$ cat src/rtl/serial_adder.sv
// Bit-serial adder: one full adder processes a WIDTH-bit a+b+cin, LSB first, one bit per clock.
// Latency: done pulses WIDTH+1 edges after start is sampled; sum/cout/ovf registered and held until the next done.
// Backpressure: start is accepted only in IDLE or DONE (back-to-back); ignored while busy.
//
// Ports:
//   clk         sole clock, rising edge
//   rst         synchronous active-high reset
//   start       request a new addition (a, b, cin latched at the accepting edge)
//   a, b, cin   operands and carry-in
//   busy        high while bits are being processed (SHIFT)
//   done        one-cycle pulse, sum/cout newly valid (DONE)
//   sum, cout   registered result and carry out of bit WIDTH-1
//   ovf         signed overflow, present only when SERIAL_ADDER_OVF_EN is defined
//
// Optional feature macro: SERIAL_ADDER_OVF_EN
module serial_adder #(
    parameter int WIDTH = 4
) (
    input  logic             clk,
    input  logic             rst,
    input  logic             start,
    input  logic [WIDTH-1:0] a,
    input  logic [WIDTH-1:0] b,
    input  logic             cin,
    output logic             busy,
    output logic             done,
    output logic [WIDTH-1:0] sum,
    output logic             cout
`ifdef SERIAL_ADDER_OVF_EN
    ,
    output logic             ovf
`endif
);

    localparam int CW = $clog2(WIDTH) + 1;

    typedef enum logic [1:0] {
        IDLE  = 2'd0,
        SHIFT = 2'd1,
        DONE  = 2'd2
    } state_t;

    state_t           state, state_nxt;
    logic [WIDTH-1:0] opa, opb, res;
    logic             carry;
    logic [CW-1:0]    cnt;

    logic             accept;
    logic             last_bit;
    logic             fa_s, fa_c;

    // Single full adder on the current LSBs of the operand shift registers.
    assign fa_s     = opa[0] ^ opb[0] ^ carry;
    assign fa_c     = (opa[0] & opb[0]) | (carry & (opa[0] ^ opb[0]));
    assign last_bit = (cnt == CW'(WIDTH - 1));

    // State register
    always_ff @(posedge clk) begin
        if (rst) begin
            state <= IDLE;
        end else begin
            state <= state_nxt;
        end
    end

    // Next state and status outputs
    always_comb begin
        state_nxt = state;
        busy      = 1'b0;
        done      = 1'b0;
        accept    = 1'b0;
        case (state)
            IDLE: begin
                if (start) begin
                    accept    = 1'b1;
                    state_nxt = SHIFT;
                end
            end
            SHIFT: begin
                busy = 1'b1;
                if (last_bit) begin
                    state_nxt = DONE;
                end
            end
            DONE: begin
                done = 1'b1;
                if (start) begin
                    accept    = 1'b1;
                    state_nxt = SHIFT;
                end else begin
                    state_nxt = IDLE;
                end
            end
            default: begin
                state_nxt = IDLE;
            end
        endcase
    end

    // Datapath: operand/result shift registers, carry, counter, output registers
    always_ff @(posedge clk) begin
        if (rst) begin
            opa   <= '0;
            opb   <= '0;
            res   <= '0;
            carry <= 1'b0;
            cnt   <= '0;
            sum   <= '0;
            cout  <= 1'b0;
`ifdef SERIAL_ADDER_OVF_EN
            ovf   <= 1'b0;
`endif
        end else if (accept) begin
            opa   <= a;
            opb   <= b;
            carry <= cin;
            cnt   <= '0;
        end else if (state == SHIFT) begin
            opa   <= opa >> 1;
            opb   <= opb >> 1;
            // Result bits enter at the MSB so after WIDTH shifts bit 0 sits at the LSB.
            res   <= {fa_s, res[WIDTH-1:1]};
            carry <= fa_c;
            cnt   <= cnt + 1'b1;
            if (last_bit) begin
                sum  <= {fa_s, res[WIDTH-1:1]};
                cout <= fa_c;
`ifdef SERIAL_ADDER_OVF_EN
                // carry still holds the carry into the MSB at this edge
                ovf  <= carry ^ fa_c;
`endif
            end
        end
    end

endmodule

$ cat config.mk
export PLATFORM = sky130hd
export DESIGN_NAME = serial_adder
export DESIGN_NICKNAME = d
export VERILOG_FILES = /design/src/rtl/serial_adder.sv
export SDC_FILE = /design/constraint.sdc
export NUM_CORES = 1
export LEC_CHECK = 0
export BUFFER_PORTS_ARGS = -buffer_cell sky130_fd_sc_hd__buf_2
export CAP_MARGIN = 20
export CORE_MARGIN = 2
export CORE_UTILIZATION = 45
export CTS_CLUSTER_SIZE = 12
export DETAILED_ROUTE_END_ITERATION = 8
export PLACE_DENSITY = 0.67
export SLEW_MARGIN = 25
export SYNTH_ARGS = -nofsm -noshare
export SYNTH_HDL_FRONTEND = slang
export SYNTH_SLANG_ARGS = --single-unit
$ cat constraint.sdc
create_clock -name clk -period 1.45 [get_ports clk]
set_input_delay 0.0725 -clock clk [delete_from_list [all_inputs] [get_ports clk]]
set_output_delay 0.0725 -clock clk [all_outputs]
set_load 0.02 [all_outputs]
=== After elaboration in Yosys (flattened, before gate mapping) ===
Cells that the tools add are included.

* Output and inout bits: 7
* Register bits after elaboration: 23
* Word-level logic and storage cells: 41
* Bits of input ports: 12

* Eq/ne operators: 5
* Add/sub/neg operators: 1
* Bitwise logic cells: 6
* Reductions and logical operators: 7
* Multiplexer cells: 14

{| class="wikitable"
|+ Operators by type and width
! operator !! count
|-
| $mux W4 || 4
|-
| $mux W1 || 7
|-
| $pmux W2 S3 || 1
|-
| $mux W2 || 2
|-
| $ne A2 B2 Y1 const B || 2
|-
| $reduce_and A2 Y1 || 2
|-
| $reduce_or A2 Y1 || 2
|-
| $add A3 B1 Y3 const B || 1
|-
| $eq A3 B2 Y1 const B || 1
|-
| $reduce_and A3 Y1 || 1
|-
| $and A1 B1 Y1 || 2
|-
| $eq A2 B1 Y1 const B || 1
|-
| $eq A2 B2 Y1 const B || 1
|-
| $logic_not A2 Y1 || 1
|-
| $reduce_bool A2 Y1 || 1
|-
| $xor A1 B1 Y1 || 2
|-
| $not A1 Y1 || 1
|-
| $or A1 B1 Y1 || 1
|}

=== Logic depth before layout (Yosys ltp) ===
* Depth in word-level cells: 5
* Gate-level depth with buffers: 5
* Gate-level depth less buffers: 5

=== Worst setup path after synthesis ===
No wires, ideal clock.

* Kind: register to register
* From: reg cnt[0]
* To: reg cout
* Data required time: 1.379 ns
* Stages on the path, launching flop included: 6
* Setup time: 0.071 ns
* Data arrival time: 1.095 ns
* Period minus slack after synthesis: 1.166 ns
* Buffers on the path: 0
* Path slack: 0.284 ns
* Path through: dfxtp_1 -> ha_1 -> ha_1 -> nand3b_1 -> nand2_1 -> a21oi_1

* Word-level cells in the longest chain between the ends: 2

{| class="wikitable"
|+ RTL lines
! what !! RTL line !! source
|-
| start: declaration || 46 || <nowiki>logic [CW-1:0] cnt;</nowiki>
|-
| start signal: assignment || 124 || <nowiki>cnt <= cnt + 1'b1;</nowiki>
|-
| $eq A3 B2 Y1 || 55 || <nowiki>assign last_bit = (cnt == CW'(WIDTH - 1));</nowiki>
|-
| $reduce_and A3 Y1 (no source line) || - ||
|-
| end signal: assignment || 109 || <nowiki>cout <= 1'b0;</nowiki>
|-
| end signal: assignment || 127 || <nowiki>cout <= fa_c;</nowiki>
|-
| end: declaration || 28 || <nowiki>output logic cout</nowiki>
|}

Every way passes these cells.
A chain may end at the register's enable or synchronous reset.

=== Final worst setup path ===
* From: reg state[1]
* To: out busy

* Word-level cells in the longest chain between the ends: 2

{| class="wikitable"
|+ RTL lines
! what !! RTL line !! source
|-
| start: declaration || 43 || <nowiki>state_t state, state_nxt;</nowiki>
|-
| start signal: assignment || 62 || <nowiki>state <= state_nxt;</nowiki>
|-
| $eq A2 B1 Y1 || 72 || <nowiki>case (state)</nowiki>
|-
| $mux W1 || 72 ||
|-
| end: declaration || 25 || <nowiki>output logic busy,</nowiki>
|}

Every way passes these cells.

==> results.yml <==
cts:
  cts_root_buf: "clkbuf_4"
  cts_buffer_depth: 2
  clk_pin_slew_ns: 0.11
  numCtsBuffers: 3
  clkSinkCount: 22
  insertion_delay_ns: 0.29
  cts_tree: "built"
  cts.htree.levels: 1
  cts_setup_buffers: 0
cells_and_area:
  post_route_cells_drive_above_1_share: 0.263
  fillers: 213
  stdcell_area_sq_um: 1060
  area_growth_pct: 13.2
  seqCellArea_sq_um: 440
  multi_input_area_sq_um: 432
  num_antenna_cells: 0
  nets: 135
timing:
  hold_viol: 0
  drv_slew: 0
  rsz0062_at_grt: "no"
  min_period_over_period: 0.919
  clock.fmax_mhz: 750
  fin_tns_setup_ns: 0
  maxSlewHeadroom: 0.708
  hold_ws_ns: 0.0518
  period_minus_slack_ns: 1.33
  skew_ns: 0.00176
  setup_viol: 0
  tightestPinTransition_ns: 0.438
yosys:
  ys_seq_area_frac: 0.470
  synth.distinct_cells: 26
  synth_seq_cells: 22
  syn_area_sq_um: 937
  synth_top_area_share: 0.470
  synth_largest_area_cell: "dfxtp_1"
  synth.area.top_cells: "dfxtp_1, a21oi_1, nand2_1"
  synthesis.nets: 115
  avgSynthCellArea_sq_um: 9.37
  syn_inst: 100
  yosysWarnings: 0
global_route:
  grt_first_pass_wirelength_microns: 2890
  overflow: 0
  antenna_found_initial: 0
  track_usage: 0.153
  grt_max_degree: 23
  grt_pass1_vias: 688
floorplanning:
  initial_core_util: 0.478
  die_h_microns: 49.6
  io_pins: 19
  die-area_sq_um: 2460
  die_w_microns: 49.6
  rows: 16
  core_area_sq_um: 1960
routing:
  vias: 750
  first_pass_iters: 2
  drt-initial-drc-count: 7
  via_per_inst: 5.17
  wirelength_microns: 1680
  drcViolationCount: 0
  wire_per_inst_microns: 11.6
  ant_nets: 0
placement:
  placed_area_sq_um: 1030
  place_congestion: 0.781
  port_buffers: 18
  hpwl_microns: 1190
worst_setup_path:
  path_class: "register to primary output"
  cp_num_buf_inv: 2
  cp_top_family: "buffers and inverters"
  cp.required_ns: 1.38
  cp_max_fo: 21
  cp_slowest_cell: "dfxtp_1"
  crit_arrival_ns: 1.26
  start_kind: "register"
  end_kind: "primary output"
  rrSetupSlack_ns: 0.17
  path_cells: "nand2b_2 > inv_4 > buf_2"
  cpPeakStageDelay_ns: 0.34
min_path:
  hp-class: "input port to register"
status:
  outcome: "finished clean"
power_and_ir_drop:
  p_per_area_nw_per_um2: 1030
  total_leakage_power_nw: 0.414
  ir_worst_vdd_mv: 0.610
  finalPower_mw: 1.09
run:
  maxCapViolCount: 0
## logic make-up after synthesis
group	share of synthesized area
AOI/OAI and AO/OA	0.164
buffers and inverters	0.0694
xor gates and xnor gates	0.00935
and+or+nand+nor	0.218
muxes	0.0214
adders and majority gates	0.0481
DFF	0.470
## worst reg2reg max path: stages, from the launching register on
cell	delay, ns
dfxtp_1	0.36
ha_1	0.15
ha_1	0.26
nand3b_1	0.21
nand2_1	0.12
a21oi_1	0.06
## per-stage QoR
stage | cells | setup WS, ns | util
floorplan | 100 | 0.284 | -
CTS | 145 | 0.108 | 0.541
detailed placement | 141 | 0.177 | 0.524
global route | 145 | 0.0382 | 0.541
global placement | 141 | 0.215 | 0.524
finish | 145 | 0.117 | 0.541
## what timing repair did
item | 4_1_cts | 5_1_grt
hold buffers | 1 | 0
endpoints found under the hold margin | 1 | 0
gates resized for setup | 0 | 0
## power breakdown
group / internal [mW] / switching (mW) / leakage, nW
clock network: 0.0966 / 0.171 / 0.0138
registers: 0.635 / 0.0214 / 0.180
logic: 0.0714 / 0.0954 / 0.220
total: 0.803 / 0.288 / 0.414
## metal layers
metal / wire length, microns / global-route usage / vias to the layer above
met5: 0 / 0 / -
met4: 11 / 0.0556 / 0
met3: 76 / 0.0364 / 2
met2: 797 / 0.251 / 17
met1: 794 / 0.194 / 345
li1: - / - / 386
## Yosys cell counts
cell and number:
buf_12 1, buf_2 1, nand2b_2 1, clkbuf_1 2, nand3b_1 1, xnor2_1 1, inv_4 1, fa_1 1
nor2b_1 2, o22ai_1 3, dfxtp_1 22, inv_1 1, a311oi_2 2, a2111oi_4 1, ha_1 2, nand2_1 14
a22oi_1 2, nor2_1 5, o21a_1 1, nor3_1 9, buf_4 3, nand3_1 8, a21oi_1 11, mux2i_1 2
nand2_2 2, nand2b_1 1
## final timing paths
path	cells past startpoint	start	end
min	3	a[0]	opa[0]
min reg2reg	2	sum[3]	sum[3]
max	3	state[1]	busy
max reg2reg	5	cnt[0]	sum[0]
## registers in the layout, summed over array words and instances, names as in the netlist
register,count
state,2
res,3
sum,4
opa,4
cout,1
cnt,3
opb,4
carry,1
## layout make-up
cell class / count / share of cell area
well taps: 27 / 0.0318
multi-input cells: 69 / 0.407
inverters: 2 / 0.00943
repair buffers: 22 / 0.116
flip-flops and latches: 22 / 0.415
clock buffers: 3 / 0.0212
## layout by cell type, fill, tap and decap left out, types with 2 or more instances in the layout
master	count
mux2i_1	2
o22ai_1	3
a311oi_2	2
clkbuf_4	3
a22oi_1	2
nand2_1	14
buf_4	3
a21oi_1	11
ha_1	2
nand3_1	8
buf_2	18
nor2_1	5
nand2_2	2
nor3_1	9
nor2b_1	2
dfxtp_1	22
(Power assumes the default switching activity.)
